$ cat config.mk
export PLATFORM = sky130hd
export DESIGN_NAME = rd_req_arbiter
export DESIGN_NICKNAME = d
export VERILOG_FILES = /design/src/rtl/rd_req_arbiter.sv
export SDC_FILE = /design/constraint.sdc
export NUM_CORES = 1
export LEC_CHECK = 0
export BUFFER_PORTS_ARGS = -buffer_cell sky130_fd_sc_hd__buf_2
export CAP_MARGIN = 5
export CORE_AREA = 2 2 202 204
export DETAILED_ROUTE_END_ITERATION = 10
export DIE_AREA = 0 0 204 206
export GPL_ROUTABILITY_DRIVEN = 1
export HOLD_SLACK_MARGIN = 0.05
export PLACE_DENSITY = 0.54
export SETUP_SLACK_MARGIN = 0.02
export SYNTH_ARGS = -nofsm -noshare
export SYNTH_HDL_FRONTEND = slang
export SYNTH_SLANG_ARGS = --single-unit
$ cat constraint.sdc
create_clock -name clk -period 3.5 [get_ports clk]
set_input_delay 0.35 -clock clk [delete_from_list [all_inputs] [get_ports clk]]
set_output_delay 0.35 -clock clk [all_outputs]
set_load 0.02 [all_outputs]
$ cat src/rtl/rd_req_arbiter.sv
// Round-robin arbiter sharing one AXI read path between two refill ports.
// One outstanding 4-beat INCR burst; watchdog aborts a stalled data phase.
module rd_req_arbiter #(
  parameter logic [3:0] ID0        = 4'h1,
  parameter logic [3:0] ID1        = 4'h2,
  parameter int         TMO_CYCLES = 1023
) (
  input  logic         clk,
  input  logic         rst,
  input  logic         req0_valid,
  input  logic [31:0]  req0_addr,
  output logic         req0_ready,
  output logic         rsp0_valid,
  output logic [127:0] rsp0_data,
  input  logic         req1_valid,
  input  logic [31:0]  req1_addr,
  output logic         req1_ready,
  output logic         rsp1_valid,
  output logic [127:0] rsp1_data,
  output logic         arvalid,
  input  logic         arready,
  output logic [31:0]  araddr,
  output logic [3:0]   arid,
  output logic [7:0]   arlen,
  output logic [2:0]   arsize,
  output logic [1:0]   arburst,
  output logic         next_rrq,
  output logic [3:0]   next_rid,
  input  logic         rdat_m_valid,
  input  logic [127:0] rdat_m_data,
  output logic         busy,
  output logic         timeout_err
);

  typedef enum logic [1:0] {
    S_IDLE,
    S_ADDR,
    S_DATA
  } state_t;

  localparam logic [9:0] TMO_M1 = 10'(TMO_CYCLES - 1);

  state_t         r_state;
  state_t         w_nstate;
  logic           r_rr_ptr;
  logic           r_winner;
  logic           r_first;
  logic [9:0]     r_wdog;
  logic           r_tmo;
  logic [31:0]    r_araddr;
  logic [3:0]     r_arid;
  logic           r_rsp0_v;
  logic           r_rsp1_v;
  logic [127:0]   r_rsp0_d;
  logic [127:0]   r_rsp1_d;
  logic           w_gnt0;
  logic           w_gnt1;
  logic           w_tmo_hit;
  logic [31:0]    w_sel_addr;
  logic           w_unused;

  // Low address nibble is replaced by the line alignment.
  assign w_unused = ^{req0_addr[3:0], req1_addr[3:0]};

  assign w_tmo_hit  = (r_state == S_DATA) & ~rdat_m_valid
                    & (r_wdog == TMO_M1);
  assign w_sel_addr = w_gnt1 ? req1_addr : req0_addr;

  // Grant selection and next-state decode.
  always_comb begin
    w_gnt0   = 1'b0;
    w_gnt1   = 1'b0;
    w_nstate = r_state;
    unique case (r_state)
      S_IDLE: begin
        w_gnt0 = req0_valid & (~req1_valid | ~r_rr_ptr);
        w_gnt1 = req1_valid & (~req0_valid | r_rr_ptr);
        if (w_gnt0 | w_gnt1)
          w_nstate = S_ADDR;
      end
      S_ADDR: begin
        if (arready)
          w_nstate = S_DATA;
      end
      S_DATA: begin
        if (rdat_m_valid | w_tmo_hit)
          w_nstate = S_IDLE;
      end
      default: w_nstate = S_IDLE;
    endcase
  end

  // State register.
  always_ff @(posedge clk) begin
    if (rst)
      r_state <= S_IDLE;
    else
      r_state <= w_nstate;
  end

  // Request capture, watchdog and response registers.
  always_ff @(posedge clk) begin
    if (rst) begin
      r_rr_ptr <= 1'b0;
      r_winner <= 1'b0;
      r_first  <= 1'b0;
      r_wdog   <= '0;
      r_tmo    <= 1'b0;
      r_araddr <= '0;
      r_arid   <= '0;
      r_rsp0_v <= 1'b0;
      r_rsp1_v <= 1'b0;
      r_rsp0_d <= '0;
      r_rsp1_d <= '0;
    end else begin
      r_rsp0_v <= 1'b0;
      r_rsp1_v <= 1'b0;
      unique case (r_state)
        S_IDLE: begin
          if (w_gnt0 | w_gnt1) begin
            r_araddr <= {w_sel_addr[31:4], 4'h0};
            r_arid   <= w_gnt1 ? ID1 : ID0;
            r_winner <= w_gnt1;
            r_rr_ptr <= ~w_gnt1;
            r_first  <= 1'b1;
            r_wdog   <= '0;
          end
        end
        S_ADDR: begin
          r_first <= 1'b0;
          r_wdog  <= '0;
        end
        S_DATA: begin
          if (rdat_m_valid) begin
            if (r_winner) begin
              r_rsp1_v <= 1'b1;
              r_rsp1_d <= rdat_m_data;
            end else begin
              r_rsp0_v <= 1'b1;
              r_rsp0_d <= rdat_m_data;
            end
          end else if (w_tmo_hit) begin
            r_tmo <= 1'b1;
          end else begin
            r_wdog <= r_wdog + 10'd1;
          end
        end
        default: ;
      endcase
    end
  end

  assign req0_ready  = w_gnt0;
  assign req1_ready  = w_gnt1;
  assign rsp0_valid  = r_rsp0_v;
  assign rsp1_valid  = r_rsp1_v;
  assign rsp0_data   = r_rsp0_d;
  assign rsp1_data   = r_rsp1_d;
  assign arvalid     = (r_state == S_ADDR);
  assign araddr      = r_araddr;
  assign arid        = r_arid;
  assign arlen       = 8'd3;
  assign arsize      = 3'b010;
  assign arburst     = 2'b01;
  assign next_rrq    = (r_state == S_ADDR) & r_first;
  assign next_rid    = r_arid;
  assign busy        = (r_state != S_IDLE);
  assign timeout_err = r_tmo;

endmodule

Word-level counts from Yosys, hierarchy flattened
Cells that the tools add are included.
{"block": "totals", "register_bits": 306, "latch_bits": 0, "ram_bits": 0, "mem_bits_ro": 0, "inputBits": 198, "out_inout_bits": 317, "elab_cells": 67, "mem_count": 0}
{"block": "classes", "add_sub_neg": 1, "multipliers": 0, "div_mod_pow": 0, "n_lt_le_gt_ge": 0, "n_eq_ne": 9, "shift": 0, "muxes": 16, "n_bitwise": 17, "reduce_logical": 12}
{"op": "2-to-1 mux 32 bit", "n": 1}
{"op": "2-to-1 mux 10 bit", "n": 3}
{"op": "one-hot mux 10 bit (3 select lines)", "n": 1}
{"op": "AND reduction 3 bit", "n": 4}
{"op": "adder 10 x 1 -> 10 bit (second input constant)", "n": 1}
{"op": "equality test 10 bit (second input constant)", "n": 1}
{"op": "2-to-1 mux 2 bit", "n": 4}
{"op": "!= test 2 bit (second input constant)", "n": 4}
{"op": "NOT 1 bit", "n": 7}
{"op": "one-hot mux 2 bit (3 select lines)", "n": 1}
{"op": "AND 1 bit", "n": 5}
{"op": "2-to-1 mux 1 bit", "n": 5}
{"op": "OR 1 bit", "n": 5}
{"op": "!= test 2 x 1 -> 1 bit (second input constant)", "n": 2}
{"op": "AND reduction 2 bit", "n": 2}
{"op": "AND reduction 4 bit", "n": 1}
{"op": "nonzero test 2 bit", "n": 2}
{"op": "nonzero test 3 bit", "n": 1}
{"op": "OR reduction 3 bit", "n": 1}
{"op": "equality test 2 x 1 -> 1 bit (second input constant)", "n": 1}
{"op": "equality test 2 bit (second input constant)", "n": 1}
{"op": "zero test 2 bit", "n": 1}
{"op": "one-hot mux 1 bit (2 select lines)", "n": 1}

Depth between registers and ports, before layout
{"block": "depth", "depth_word": 7, "ltp_mapped": 9, "depth_no_buf": 7}

Worst setup path before layout
Ideal clock, no wire load.
{"block": "synth_path", "kind": "reg-to-reg", "startpoint": "reg r_state[0]", "endpoint": "reg r_wdog[0]", "setup_time_ns": 0.070, "arrival_time_ns": 1.753, "required_time_ns": 3.430, "slack_ns": 1.677, "path_stages_with_launch": 10, "path_buffers": 3, "period_less_slack_ns": 1.823, "cell_sequence": "dfxtp_1 -> inv_1 -> ha_1 -> buf_6 -> or3b_1 -> buf_6 -> nand3_4 -> buf_6 -> or4_1 -> a21oi_1"}
{"block": "synth_via", "elab_chain_cells": 5, "elab_cells_between_ends": 14, "classes_between": "eq/ne: 5; mux: 3; bitwise: 3; reduce/logical: 3"}
{"element": "start, declared", "line_no": "43", "source": "state_t r_state;"}
{"element": "start signal, assigned", "line_no": "98", "source": "r_state <= w_nstate;"}
{"element": "equality test 2 bit or zero test 2 bit (tied branches)", "line_no": "65, 118, 74"}
{"element": "AND 1 bit or 2-to-1 mux 1 bit (tied branches)", "line_no": "65, 74"}
{"element": "AND 1 bit or OR 1 bit (tied branches)", "line_no": "66, 120"}
{"element": "!= test 2 bit (no line)"}
{"element": "AND reduction 4 bit (no line)"}
{"element": "end signal, assigned", "line_no": "145", "source": "r_wdog <= r_wdog + 10'd1;"}
{"element": "end, declared", "line_no": "48", "source": "logic [9:0] r_wdog;"}
Parallel ways exist; a longest one is shown, timed or not.
A chain may end at the register's enable or synchronous reset.

Worst setup path in the final report
{"block": "layout_path", "startpoint": "reg r_state[0]", "endpoint": "out req1_ready"}
{"block": "layout_via", "elab_chain_cells": 2}
{"element": "zero test 2 bit", "line_no": "74", "source": "unique case (r_state)"}
{"element": "2-to-1 mux 1 bit", "line_no": "74"}
{"element": "end, declared", "line_no": "17", "source": "output logic req1_ready,"}
Every way passes these cells.

==> metrics <==
gr ovfl total 0; CTS tree yes; htree depth 2; Design Power 8.15 mW; first-pass GRT wire length 55,400 um; dpl cell area 0.0137 sq mm; Critical Path Sink Type output port; Syn Area/Cell between 7 and 8 sq um; wire per inst 15.0 um; Cell Area, Synth approximately 0.011 sq mm; vias in the first global route 10,500; most frequent cells in the layout nand2_1, buf_2, dfxtp_1; Synth-to-Final Area Change 45.6%; DRT iter0 DRCs 480; Setup-failing EPs final 0; Final Max Slew Viols 0; Crit Path Category reg -> out; Worst Hold Class in -> reg; yosys warns 0; drc violations 0; sequential fraction of the synthesis area 0.554; Post-synth EDFFs 0; I/O Buffers a little under 500; WP data arrival 2.35 ns; root buffer cell clkbuf_16; share of cells above drive strength 1 0.290; post-CTS sizing 0; Vias/cell 4.50; Most used DFF post-synth dfxtp_1; # rows 74; Tightest Pin Transition between 1 and 1.5 ns; Vias 11,100; die height 206 um; Antenna Violating Nets Remaining 0; Layout Skew about 0.011 ns; largest net degree at the start of global routing 123; RSZ-0062 raised after global routing false; CP Data Required Time 3.15 ns; initial core utilization 0.272; GPL Wtd Cong approximately 0.77; setup TNS 0 ns; Max clock buf depth 3; post-synth cell types 39; Static Leak 6.79 nW; Synth async-reset ratio 0; Critical Path Fanout Max 28; Power Density roughly 510 mW/mm^2; final worst-path cycle share 0.771; layout net count 2,113; Seq cells post-synth 302; core area ~0.04 sq mm; 1st-pass router iterations 4; clock transition at the registers of the reported paths 0.06 ns; Detail Placement HPWL approximately 25,000 um; die area around 0.042 sq mm; endpoints failing hold 0; Syn Inst Count 1,374; Fmax 371 MHz; commonest non-fill, non-tap cell in the layout nand2_1; pre-CTS WS 1.26 ns; setup ws final 0.802 ns; minimum clock period 2.70 ns; Worst-Skew Late Latency approximately 0.52 ns; CP startpoint kind flop; Max Cap Viol 0; Peak supply drop 367 uV; cell area after layout 0.0159 sq mm; gr usage total 0.165; status finished, final reports clean; # clock sinks 302; Rel. slew slack 0.290; TritonCTS buffer count 36; Die Span X 204 um; initial antenna violation count 1; final WL 37,100 um; Ports 515
power by group:
| part | internal [mW] | leakage, nW | switching [mW] |
|---|---|---|---|
| sequential | 3.55 | 2.44 | 0.0569 |
| clock | 2.16 | 0.548 | 1.43 |
| combinational | 0.366 | 3.81 | 0.596 |
| total | 6.07 | 6.79 | 2.08 |
critical path, stage by stage, from the launching register on:
cell	delay (ns)
dfxtp_1	0.31
inv_1	0.09
ha_1	0.36
nand2_1	0.11
or2_2	0.33
inv_2	0.35
buf_2	0.25
sequential cells by signal, indices dropped and copies added (netlist names):
signal	cells
rsp0_valid	1
araddr	28
r_wdog	10
rsp1_data	128
r_winner	1
rsp1_valid	1
timeout_err	1
r_state	2
rsp0_data	128
arid	1
r_first	1
synth_stat cells (all sizes together) (2+ instances only):
library cell,n,share of area
a22oi,28,0.019
dfxtp,302,0.55
or2,3,0.0017
and4,5,0.0040
conb,2,0.00069
nand2,546,0.19
nand3,5,0.0034
ha,5,0.0057
nand2b,2,0.0011
or4,9,0.0062
o31ai,8,0.0055
buf,44,0.027
nor2b,2,0.0011
inv,9,0.0031
o21ai,3,0.0014
a21oi,297,0.14
nand4,3,0.0017
nor2,7,0.0024
clkbuf,82,0.028
per-layer routing:
layer	up-vias	routed length, um	global-route usage
met5	-	0	0
met2	369	17600	0.282
li1	5515	-	-
met4	0	1300	0.0753
met1	5118	15300	0.190
met3	72	2810	0.0484
worst paths after layout:
check	to	cells past startpoint	from	slack, ns
worst min-delay path	rsp1_data[21]	3	rdat_m_data[21]	0.09
worst max-delay path	req1_ready	6	r_state[0]	0.80
worst min register to register	rsp1_data[118]	2	rsp1_data[118]	0.45
worst max register to register	rsp0_data[111]	7	r_state[0]	1.27
per-stage QoR:
stage	hold slack, ns	std cells	utilization
2_1_floorplan	0.432	1393	-
3_3_place_gp	0.438	2298	0.341
3_5_place_dp	0.443	2298	0.341
4_1_cts	0.0507	2462	0.395
5_1_grt	0.0672	2463	0.395
6_report	0.0884	2463	0.395
timing repair:
| action | in CTS | in global routing |
|---|---|---|
| setup buffers | 0 | 0 |
| endpoints found under the hold margin | 182 | 0 |
| hold buffers | 106 | 0 |
layout make-up:
class | instances | area, sq um
fillers | 4164 | 24300
multi-input cells | 956 | 4330
well taps | 532 | 666
diodes | 1 | 2.50
clock buffers | 50 | 1010
flip-flops and latches | 302 | 6050
clock inverters | 8 | 93.8
inverters | 9 | 33.8
repair buffers | 605 | 3700
cell families after synthesis:
family                     count (synthesis)  share of synthesized area
DFF                                      302                      0.554
muxes                                      1                   0.000917
buffers and inverters                    135                     0.0588
AOI/OAI and AO/OA                        343                      0.168
other                                      2                   0.000688
adders and majority gates                  5                    0.00573
and+or+nand+nor                          586                      0.212
(Power assumes the default switching activity.)
